### src/rtl/shift_reg_collect_if.sv
// rtl/shift_reg_collect_if.sv - serial-in / parallel-out handshake bundle for the collector
interface shift_reg_collect_if #(
    parameter int DEPTH = 32,
    parameter int WIDTH = 8
);
    localparam int CW = $clog2(DEPTH);

    logic [WIDTH-1:0]            in_data;
    logic                        in_valid;
    logic                        in_ready;
    logic [DEPTH-1:0][WIDTH-1:0] out_data;
    logic                        out_valid;
    logic                        out_ready;
    logic [CW:0]                 count;

    // Producer of serial elements and consumer of assembled words
    modport master (
        output in_data, in_valid, out_ready,
        input  in_ready, out_data, out_valid, count
    );

    // The collector itself
    modport slave (
        input  in_data, in_valid, out_ready,
        output in_ready, out_data, out_valid, count
    );
endinterface

### src/rtl/shift_reg_collect.sv
// rtl/shift_reg_collect.sv - serial-to-parallel collector with collect buffer and output holding register
module shift_reg_collect #(
    parameter int DEPTH = 32,
    parameter int WIDTH = 8
) (
    input  logic               clk,
    input  logic               reset,
    input  logic               clear,
    shift_reg_collect_if.slave bus
);
    localparam int          CW     = $clog2(DEPTH);
    localparam logic [CW:0] C_LAST = (CW + 1)'(DEPTH - 1);
    localparam logic [CW:0] C_FULL = (CW + 1)'(DEPTH);
    localparam logic [CW:0] C_ONE  = (CW + 1)'(1);

    typedef enum logic {
        S_COLLECT = 1'b0,
        S_STALL   = 1'b1
    } state_t;

    state_t                      r_state;
    logic                        r_in_ready;
    logic [CW:0]                 r_count;
    logic [DEPTH-1:0][WIDTH-1:0] r_buf;
    logic [DEPTH-1:0][WIDTH-1:0] r_out_data;
    logic                        r_out_valid;

    logic                        w_accept;
    logic                        w_drain;
    logic [DEPTH-1:0][WIDTH-1:0] w_word;

    assign w_accept = bus.in_valid && r_in_ready;
    assign w_drain  = r_out_valid && bus.out_ready;

    // Completed word: buffered lanes plus the element arriving on the final accept
    always_comb begin
        w_word          = r_buf;
        w_word[DEPTH-1] = bus.in_data;
    end

    // Collector FSM: fills the buffer, hands words to the holding register, stalls when both are full
    always_ff @(posedge clk or negedge reset) begin
        if (!reset) begin
            r_state     <= S_COLLECT;
            r_in_ready  <= 1'b1;
            r_count     <= '0;
            r_buf       <= '0;
            r_out_data  <= '0;
            r_out_valid <= 1'b0;
        end else begin
            // A drain empties the holding register unless a new word lands at the same edge
            if (w_drain) begin
                r_out_valid <= 1'b0;
            end

            if (clear) begin
                r_state    <= S_COLLECT;
                r_in_ready <= 1'b1;
                r_count    <= '0;
            end else begin
                case (r_state)
                    S_COLLECT: begin
                        if (w_accept) begin
                            if (r_count < C_LAST) begin
                                r_buf[r_count[CW-1:0]] <= bus.in_data;
                                r_count                <= r_count + C_ONE;
                            end else if (!r_out_valid || w_drain) begin
                                r_out_data  <= w_word;
                                r_out_valid <= 1'b1;
                                r_count     <= '0;
                            end else begin
                                r_buf[DEPTH-1] <= bus.in_data;
                                r_count        <= C_FULL;
                                r_state        <= S_STALL;
                                r_in_ready     <= 1'b0;
                            end
                        end
                    end
                    S_STALL: begin
                        if (w_drain) begin
                            r_out_data  <= r_buf;
                            r_out_valid <= 1'b1;
                            r_count     <= '0;
                            r_state     <= S_COLLECT;
                            r_in_ready  <= 1'b1;
                        end
                    end
                    default: begin
                        r_state    <= S_COLLECT;
                        r_in_ready <= 1'b1;
                        r_count    <= '0;
                    end
                endcase
            end
        end
    end

    assign bus.in_ready  = r_in_ready;
    assign bus.out_data  = r_out_data;
    assign bus.out_valid = r_out_valid;
    assign bus.count     = r_count;
endmodule

### src/flat_wrapper.sv
// flat-port wrapper written by rule: the top's interface ports become plain ports
module shift_reg_collect_flat 
#(
    parameter int DEPTH = 32,
    parameter int WIDTH = 8
)
  (clk, reset, clear, bus_in_data, bus_in_valid, bus_out_ready, bus_in_ready, bus_out_data, bus_out_valid, bus_count);
  shift_reg_collect_if #(.DEPTH(DEPTH), .WIDTH(WIDTH)) bus_i ();
  input  logic clk;
  input  logic reset;
  input  logic clear;
  input wire logic [$bits(bus_i.in_data)-1:0] bus_in_data;
  input wire logic [$bits(bus_i.in_valid)-1:0] bus_in_valid;
  input wire logic [$bits(bus_i.out_ready)-1:0] bus_out_ready;
  output wire logic [$bits(bus_i.in_ready)-1:0] bus_in_ready;
  output wire logic [$bits(bus_i.out_data)-1:0] bus_out_data;
  output wire logic [$bits(bus_i.out_valid)-1:0] bus_out_valid;
  output wire logic [$bits(bus_i.count)-1:0] bus_count;
  assign bus_i.in_data = bus_in_data;
  assign bus_i.in_valid = bus_in_valid;
  assign bus_i.out_ready = bus_out_ready;
  assign bus_in_ready = bus_i.in_ready;
  assign bus_out_data = bus_i.out_data;
  assign bus_out_valid = bus_i.out_valid;
  assign bus_count = bus_i.count;
  shift_reg_collect #(.DEPTH(DEPTH), .WIDTH(WIDTH)) u_core (.clk(clk), .reset(reset), .clear(clear), .bus(bus_i));
endmodule
### config.mk
export PLATFORM = sky130hd
export DESIGN_NAME = shift_reg_collect_flat
export DESIGN_NICKNAME = d
export VERILOG_FILES = /design/src/rtl/shift_reg_collect_if.sv /design/src/rtl/shift_reg_collect.sv /design/src/flat_wrapper.sv
export SDC_FILE = /design/constraint.sdc
export NUM_CORES = 1
export LEC_CHECK = 0
export ABC_AREA = 1
export CORE_AREA = 3 3 250 252
export CTS_BUF_LIST = sky130_fd_sc_hd__clkbuf_4
export CTS_CLUSTER_SIZE = 24
export DETAILED_ROUTE_END_ITERATION = 10
export DIE_AREA = 0 0 253 255
export HOLD_SLACK_MARGIN = 0.03
export SLEW_MARGIN = 20
export SYNTH_ARGS = -nofsm -noshare
export SYNTH_HDL_FRONTEND = slang
export SYNTH_SLANG_ARGS = --single-unit
### constraint.sdc
create_clock -name clk -period 2.35 [get_ports clk]
set_clock_uncertainty 0.1 [all_clocks]
set_input_delay 0.3525 -clock clk [delete_from_list [all_inputs] [get_ports clk]]
set_output_delay 0.3525 -clock clk [all_outputs]
set_load 0.03 [all_outputs]
==> results of run 1 <==
layout by cell type, fill, tap and decap left out, types with 2 or more instances in the layout:
cell,n
nand2_1,1057
nand3_1,539
dfrtp_1,520
clkbuf_4,226
dlygate4sd2_1,225
buf_4,47
nor2_2,30
buf_12,25
inv_1,22
clkdlybuf4s15_1,20
o21ai_0,18
inv_2,14
clkinv_1,14
clkdlybuf4s15_2,14
dlygate4sd3_1,13
buf_2,13
nor2_1,10
nand4_1,9
nor2_4,5
clkinv_2,5
ha_1,4
bufinv_16,4
nand2_2,3
nand3_2,3
clkdlybuf4s50_1,3
diode_2,2
clkinvlp_4,2
kinds of logic after synthesis:
logic type	count (synthesis)
AOI/OAI and AO/OA	19
adders and majority gates	4
buffers and inverters	177
DFF	521
and+or+nand+nor	1658
cells in the mapped netlist (3+ instances only):
cell,n
dfrtp_1,520
buf_2,76
nand2_2,4
nand2_1,1057
buf_4,39
nand3_1,539
inv_2,9
o21ai_0,18
nor2_2,31
nor2_4,4
nand3_2,3
nor2_1,10
inv_1,22
nand4_1,9
buf_1,8
ha_1,4
clkbuf_1,23
metal layers:
metal	part of all wire	up-vias	global-route usage
met5	0.00032	-	0
met3	0.073	117	0.0591
met2	0.47	593	0.326
met4	0.028	4	0.0797
met1	0.43	8914	0.271
li1	-	8473	-
power by group:
part,internal [mW],switching [mW]
Clock,4.79,3.85
Combinational,0.278,0.779
Sequential,9.25,0.171
Total,14.3,4.80
through the flow:
step / hold slack [ns] / total power [mW] / utilization
after floorplan: -0.0431 / 10.1 / -
after global placement: 0.197 / 10.6 / 0.413
after detailed placement: 0.196 / 10.6 / 0.413
after CTS: 0.0861 / 19.4 / 0.443
after global routing: 0.152 / 20.0 / 0.443
final: 0.224 / 19.1 / 0.443
what timing repair did:
action / 4_1_cts / 5_1_grt
hold endpoints to repair: 789 / 0
setup endpoints to repair: 264 / 4
hold buffers: 14 / 0
gates resized for setup: 332 / 1
registers in the layout, summed over array words and instances, names as in the netlist:
| signal | count |
|---|---|
| u_core.bus.out_data | 256 |
| u_core.r_buf | 256 |
| u_core.bus.count | 6 |
| u_core.bus.in_ready | 1 |
| u_core.bus.out_valid | 1 |
| u_core.r_state | 1 |
worst register-to-register path, cell delays in order, from the launching register on:
cell and delay (ns):
dfrtp_1 0.43, inv_1 0.14, ha_1 0.17, inv_2 0.19
nor2_2 0.43, nand3_1 0.35, nand2_1 0.15, nand2_1 0.07
final timing paths:
| kind | end | slack, ns | cells past startpoint | from |
|---|---|---|---|---|
| min in group asynchronous | u_core.r_buf[200] | 0.58 | 4 | reset |
| hold reg to reg | u_core.bus.out_data[135] | 0.36 | 2 | u_core.bus.out_data[135] |
| setup reg to reg | u_core.r_buf[213] | 0.20 | 7 | u_core.bus.count[0] |
| hold / removal | u_core.r_buf[230] | 0.22 | 4 | bus_in_data[6] |
| setup / recovery | bus_out_data[255] | 0.13 | 1 | u_core.bus.out_data[255] |
| max in group asynchronous | u_core.bus.out_data[138] | 1.08 | 4 | reset |
final cells by class:
cell class                      instances  area [um^2]  share of cell area
Clock inverter                         30          231             0.00866
Timing Repair Buffer                  361         3420               0.128
Clock buffer                          226         1700              0.0635
Multi-Input combinational cell       1681         7250               0.271
Sequential cell                       521        13000               0.488
Antenna cell                            2         5.00            0.000187
Tap cell                              782          978              0.0366
Inverter                               31          116             0.00435
==> metrics, run 1 <==
outcome finished, final reports clean; post-synthesis adder-cell area fraction 0.00237; initial core utilization 0.351; Worst setup SP type flop; core area 0.0604 mm^2; iteration count of the initial detailed-routing pass 6; final antenna-violating net count 0; PortBufs 276; Final period util 0.946; ranking of synthesized cells by area dfrtp_1 (61%), nand2_1 (19%), nand3_1 (13%); drt via density 4.98; # IOs 277; Hold Fails Final Rpt 0; clk sinks 521; Num CTS Buffers 144; Tmin final 2.22 ns; worst-path cell chain clkdlybuf4s15_1; Post-Syn Instances 2,379; Routed WL 66,200 um; first-pass GRT wire length 103,000 um; die area 0.0645 mm^2; fin area 0.0267 mm^2; Rel. slew slack 0.562; Final nets 2,757; Die Y-Extent 255 um; initial antenna violation count 3; mux contribution to synthesized area 0; synth warn 0; die width 253 um; buffers and inverters on the worst path 1; CP Data Arrival Time 1.77 ns; VDD IR max 0.364 mV; Final GP Congestion 0.805; Crit path required time 1.90 ns; DP HPWL 42,600 um; CTS root buffer clkbuf_4; layout cell share with drive strength beyond 1 0.139; CP Class reg -> out; register area share after synthesis 0.616; simple-gate share of the synthesized area 0.334; Final setup viols 0; TNS Setup 0 ns; slowest stage delay, CP 0.47 ns; number of flops mapped to enable cells by yosys 0; Synth Flop Type dfrtp_1; largest family of logic cells by synthesized area simple AND/OR/NAND/NOR gates; Post-Synth XOR/XNOR Area 0; # rows 90; Netlist cell types 20; number of synthesized register bits 521; Syn-to-layout area delta 26.3%; Syn Area/Cell 8.89 um^2; Max Fclk 450 MHz; final worst slack 0.127 ns; Least-Margin Pin Slew 0.658 ns; unrepaired setup endpoints after global routing false; Pleak 15.5 nW; Place WS 0.0274 ns; total vias in the final route 18,101; vias in the first global route 18,174; # fillers 6,009; Synth Area in Compound Gates 0.00449; Max Slew Vio Count 0; Top delay family on crit path buffers and inverters; GRT overflow 0; CTS tree built; clock-pin transition on the worst setup and hold timing paths 0.06 ns; pwr dens 715 mW/mm^2; DRC viols 0; CP max FO 2; Initial DRC Count 1,578; Synth async-reset ratio 1.00; total track usage 0.207; Post-Synthesis Cell Area 0.0212 mm^2; Post-Place Cells 3,362; Post-CTS Setup Inserts 0; wire per inst 18.2 um; Synth area leader dfrtp_1; CP Capture Type output pin; Yosys top cell area share 0.615; Finished Layout Cells 3,634; syn nets 2,396; Worst-Skew Late Latency 0.94 ns; clk buf depth 3; Worst Hold Class in -> reg; pin count of the biggest net entering global routing 118; H-tree depth 4; max-cap viol count 0; area of placed instances 0.0249 mm^2; slowest CP cell clkdlybuf4s15_1
(Power assumes the default switching activity.)
==> inputs of run 2 (changes only) <==
CORE_AREA = 3 3 322 197   (was 3 3 250 252)
DIE_AREA = 0 0 325 200   (was 0 0 253 255)
==> run 2 against run 1 <==
Compared with the run above:
- via count fell by 0.94%
- sequential cell count did not move
- count of clock-buffer cells in the layout fell by 40
- design area fell by 1.0%
- critical path type unchanged
- critical endpoint is now bus_count[5]
==> metrics, run 2 (same netlist as run 1, synthesis figures left out) <==
Hold WS 0.151 ns (-0.0733 ns); CP Capture Type output pin; Tmin final 2.22 ns (-0.00774 ns); Worst Hold Class in -> reg; TNS Setup 0 ns (unchanged); die area 0.0650 mm^2 (+0.75%); Worst Setup EP bus_count[5]; VDD IR max 0.303 mV (-17%); R2R depth 6 (-1); Post-CTS Setup Inserts 0 (unchanged); DRC viols 0 (unchanged); worst-path cell chain dlygate4sd2_1; layout cell share with drive strength beyond 1 0.123 (-0.0161); total vias in the final route 17,930 (-0.94%); most common cell after layout, fill and taps aside nand2_1; first-pass GRT wire length 106,000 um (+2.4%); Final setup viols 0 (unchanged); Final period util 0.943 (-0.00329); # fillers 6,016 (+0.12%); most frequent cells in the layout nand2_1 (1,057), nand3_1 (539), dfrtp_1 (520), dlygate4sd2_1 (258), clkbuf_4 (186); area of placed instances 0.0251 mm^2 (+0.46%); total track usage 0.209 (+0.00190); Top delay family on crit path buffers and inverters; Final GP Congestion 0.795 (-1.2%); iteration count of the initial detailed-routing pass 5 (-1); CP max FO 4 (+2); Final nets 2,748 (-0.33%); CTS tree built; final core utilization 0.436 (-0.00696); final antenna-violating net count 0 (unchanged); Reg-to-Reg Start u_core.bus.count[3]; initial core utilization 0.349 (-0.00195); Post-Place Cells 3,414 (+1.5%); met1 wire length 31,700 um (+11%); Crit path required time 1.90 ns (about the same); Setup crit start u_core.bus.count[5]; # rows 70 (-22%); Comb power frac 0.058 (+0.003); clock power share 0.423 (-0.029); Worst setup SP type flop; Least-Margin Pin Slew 0.640 ns (-0.0173 ns); vias in the first global route 18,228 (+0.30%); Initial DRC Count 1,784 (+13%); max-cap viol count 0 (unchanged); unrepaired setup endpoints after global routing false; Pleak 15.4 nW (-0.42%); flop2flop setup slack 0.15 ns (-0.05 ns); WP depth 1 (unchanged); clk buf depth 3 (unchanged); RR Endpoint u_core.r_buf[160]; Syn-to-layout area delta 25.1%; Num CTS Buffers 132 (-8.3%); CP Data Arrival Time 1.76 ns (about the same); initial antenna violation count 3 (unchanged); met2 WL 29,000 um (-6.4%); fin area 0.0265 mm^2 (-1.0%); # IOs 277 (unchanged); wire per inst 18.6 um (+2.1%); sw power 4.68 mW (-2.5%); H-tree depth 4 (unchanged); outcome finished, final reports clean; Max Slew Vio Count 0 (unchanged); Worst-Skew Late Latency 0.88 ns (-0.06 ns); Rel. slew slack 0.573 (+0.0115); die width 325 um (+28%); core area 0.0607 mm^2 (+0.56%); pwr dens 686 mW/mm^2 (-4.1%); clock-pin transition on the worst setup and hold timing paths 0.07 ns (about the same); CTS root buffer clkbuf_4; GRT overflow 0 (unchanged); Seq pwr share 0.519 (+0.026); pin count of the biggest net entering global routing 101 (-14%); Finished Layout Cells 3,639 (+0.14%); Top Metal Used met4; drt via density 4.93 (-1.1%); internal power 13.5 mW (-6.0%); Max Fclk 451 MHz (+0.35%); slowest stage delay, CP 0.47 ns (about the same); buffers and inverters on the worst path 1 (unchanged); clk sinks 521 (unchanged); Die Y-Extent 200 um (-22%); met3 wire length 5390 um (+12%); Sw Ratio 0.258 (+0.00684); DP HPWL 43,900 um (+3.1%); slowest CP cell dlygate4sd2_1; Hold Fails Final Rpt 0 (unchanged); CP Class reg -> out; PortBufs 276 (unchanged); Routed WL 67,600 um (+2.2%)
[run 2: changes by cell type in the layout (fill, tap and decap cells not counted), sizes merged]
cell	previous run	this run
buf	86	87
bufinv	4	3
clkbuf	226	186
clkdlybuf4s15	34	6
clkinv	19	15
clkinvlp	2	3
diode	2	3
dlygate4sd2	225	258
dlygate4sd3	13	10
inv	36	35
[run 2: worst register-to-register path, cell delays in order, from the launching register on]
cell and delay [ns]:
dfrtp_1 0.48, inv_1 0.13, nand3_1 0.39, nor2_2 0.47
nand3_1 0.33, nand2_1 0.13, nand2_1 0.05
[run 2: area by class of cell]
type                            count  area (um^2)  area share
Antenna cell                        3         7.51    0.000284
Clock buffer                      186         1400      0.0528
Tap cell                          828         1040      0.0392
Clock inverter                     25          199     0.00752
Timing Repair Buffer              364         3420       0.129
Sequential cell                   521        13000       0.493
Inverter                           31          116     0.00440
Multi-Input combinational cell   1681         7250       0.274
[run 2: repair_timing]
| item | in CTS | in global routing |
|---|---|---|
| endpoints found under the setup margin | 264 | 2 |
| hold endpoints to repair | 674 | 0 |
| gates resized for setup | 274 | 2 |
| hold buffers | 11 | 0 |
[run 2: per-layer routing]
layer	vias up	track usage
li1	8446	-
met1	8734	0.298
met2	636	0.306
met3	114	0.0592
met4	0	0.0700
met5	-	0
[run 2: how the worst min path moves through the flow]
stage,from,endpoint,slack [ns],cells after the start
finish,clear,u_core.bus.out_valid,0.15,4
detailed placement,reset,u_core.bus.out_data[94],0.21,1
CTS,clear,u_core.bus.out_valid,0.03,4
global route,clear,u_core.bus.out_valid,0.10,4
global placement,reset,u_core.bus.out_data[94],0.20,1
floorplan,reset,u_core.bus.count[0],-0.04,0
[run 2: through the flow]
stage	worst slack [ns]	power, mW
2_1_floorplan	0.515	10.1
3_3_place_gp	0.105	10.6
3_5_place_dp	0.0726	10.6
4_1_cts	0.00877	18.4
5_1_grt	0.00360	19.0
6_report	0.135	18.2
[run 2: power by group through the flow]
stage / clock network, mW / registers, mW / logic [mW]
6_report: 7.68 / 9.43 / 1.05
5_1_grt: 8.40 / 9.45 / 1.19
4_1_cts: 7.94 / 9.42 / 1.07
3_5_place_dp: 0 / 9.59 / 1.05
3_3_place_gp: 0 / 9.58 / 1.02
2_1_floorplan: 0 / 9.55 / 0.509
==> inputs of run 3 (changes only) <==
CORE_AREA = 2 2 321 196   (was 3 3 322 197)
DIE_AREA = 0 0 323 198   (was 0 0 325 200)
==> run 3 against run 2 <==
Compared with the run above:
- hold slack improved by 0.075 ns
- combinational power rose by 4%
- design area up 0.51%
- clock power down 2%
- largest cell class unchanged
- sequential share of layout area decreased by 0.25 points
- worst setup slack worse by 0.0053 ns
- maximum frequency is 0.24% lower
- global-route usage up 0.25 points
- largest power group unchanged
==> metrics, run 3 (same netlist as run 1, synthesis figures left out) <==
outcome finished, final reports clean; layout cell share with drive strength beyond 1 0.123 (about the same); CTS root buffer clkbuf_4; # rows 71 (+1.4%); DRC viols 0 (unchanged); WP depth 1 (unchanged); Worst Hold Launch bus_in_valid; vias in the first global route 17,991 (-1.3%); max-cap viol count 0 (unchanged); Sw Ratio 0.271 (+0.0133); Rel. slew slack 0.632 (+0.0591); clock power share 0.418 (-0.005); wire per inst 18.1 um (-2.4%); slowest CP cell dlygate4sd2_1; clk sinks 521 (unchanged); R2R depth 7 (+1); CP max FO 4 (unchanged); Worst setup SP type flop; Final period util 0.945 (+0.00225); Reg-to-Reg Start u_core.bus.count[0]; Routed WL 66,700 um (-1.4%); Pleak 15.5 nW (+0.31%); final worst slack 0.129 ns (-0.00529 ns); Tmin final 2.22 ns (+0.00529 ns); Die Y-Extent 198 um (-1.0%); sw power 4.90 mW (+4.7%); Post-CTS Setup Inserts 0 (unchanged); # IOs 277 (unchanged); Syn-to-layout area delta 25.7%; CP Capture Type output pin; pwr dens 680 mW/mm^2 (-0.92%); TNS Setup 0 ns (unchanged); PortBufs 276 (unchanged); Hold WS 0.226 ns (+0.0745 ns); worst-path cell chain dlygate4sd2_1; Final nets 2,762 (+0.51%); Worst Hold Class in -> reg; buffers and inverters on the worst path 1 (unchanged); Final setup viols 0 (unchanged); DP HPWL 43,000 um (-2.1%); Final GP Congestion 0.811 (+2.0%); Worst Setup EP bus_count[5]; Least-Margin Pin Slew 0.552 ns (-0.0887 ns); RR Endpoint u_core.bus.out_data[144]; final antenna-violating net count 0 (unchanged); Worst-Skew Late Latency 0.89 ns (about the same); Hold Fails Final Rpt 0 (unchanged); Max Slew Vio Count 0 (unchanged); Crit path required time 1.90 ns (about the same); Place WS 0.0519 ns (-0.0206 ns); initial core utilization 0.344 (-0.00441); Comb power frac 0.060 (+0.002); drt via density 4.95 (+0.45%); Num CTS Buffers 133 (+0.76%); die width 323 um (-0.62%); VDD IR max 0.300 mV (-1.0%); Seq pwr share 0.522 (+0.003); iteration count of the initial detailed-routing pass 8 (+3); internal power 13.2 mW (-2.2%); GRT overflow 0 (unchanged); Max Fclk 450 MHz (-0.24%); CP Class reg -> out; H-tree depth 4 (unchanged); clock-pin transition on the worst setup and hold timing paths 0.07 ns (about the same); Initial DRC Count 1,713 (-4.0%); CP Data Arrival Time 1.77 ns (about the same); total vias in the final route 18,194 (+1.5%); first-pass GRT wire length 104,000 um (-1.9%); clk buf depth 3 (unchanged); Top delay family on crit path buffers and inverters; core area 0.0615 mm^2 (+1.3%); CTS tree built; most common cell after layout, fill and taps aside nand2_1; Tot Pwr 18.1 mW (-0.42%); total track usage 0.211 (+0.00254); pin count of the biggest net entering global routing 100 (-0.99%); Setup crit start u_core.bus.count[5]; initial antenna violation count 2 (-1); slowest stage delay, CP 0.45 ns (-0.02 ns); die area 0.0640 mm^2 (-1.6%); flop2flop setup slack 0.17 ns (+0.02 ns); most frequent cells in the layout nand2_1 (1,057), nand3_1 (539), dfrtp_1 (520), dlygate4sd2_1 (257), clkbuf_4 (169)
run 3: worst min-delay path by stage:
stage / to / slack (ns) / cells after the start
2_1_floorplan: u_core.bus.count[0] / -0.04 / 0
3_3_place_gp: u_core.r_buf[167] / 0.23 / 1
3_5_place_dp: u_core.bus.out_data[121] / 0.23 / 1
4_1_cts: u_core.bus.out_valid / 0.12 / 7
5_1_grt: u_core.bus.out_valid / 0.16 / 7
6_report: u_core.bus.out_valid / 0.23 / 7
run 3: worst min-delay path, delay by kind of cell:
kind	cells	cell delay, ns
and+or+nand+nor	5	0.34
buffers and inverters	2	0.48
run 3: area by class of cell:
cell class | instances | area, um^2
fill | 6164 | 34900
tap | 839 | 1050
clock inverter | 52 | 304
inverter | 31 | 116
antenna | 6 | 15.0
timing repair buffer | 377 | 3560
multi-input combinational | 1681 | 7240
sequential | 521 | 13000
clock buffer | 169 | 1270
run 3: power by group through the flow:
stage	clock network [mW]	logic [mW]	registers (mW)
finish	7.56	1.09	9.43
global route	8.33	1.22	9.45
CTS	7.80	1.11	9.42
detailed placement	0	1.08	9.59
global placement	0	1.05	9.58
floorplan	0	0.509	9.55
run 3: timing repair:
item                       CTS  global route
gates resized for setup    272             3
hold endpoints to repair   759             0
hold buffers                13             0
setup endpoints to repair  264             3
run 3: per-stage QoR:
step / instance area, um^2 / cells / utilization
finish: 26600 / 3676 / 0.433
global route: 26600 / 3675 / 0.433
CTS: 26600 / 3670 / 0.432
detailed placement: 25200 / 3436 / 0.410
global placement: 25200 / 3436 / 0.410
floorplan: 21200 / 2379 / -
run 3: layer usage:
metal	track usage	share of wire	routed length (um)
met3	0.0620	0.081	5410
met5	0	0	0
met2	0.314	0.44	29200
met1	0.298	0.46	30700
met4	0.0612	0.021	1370
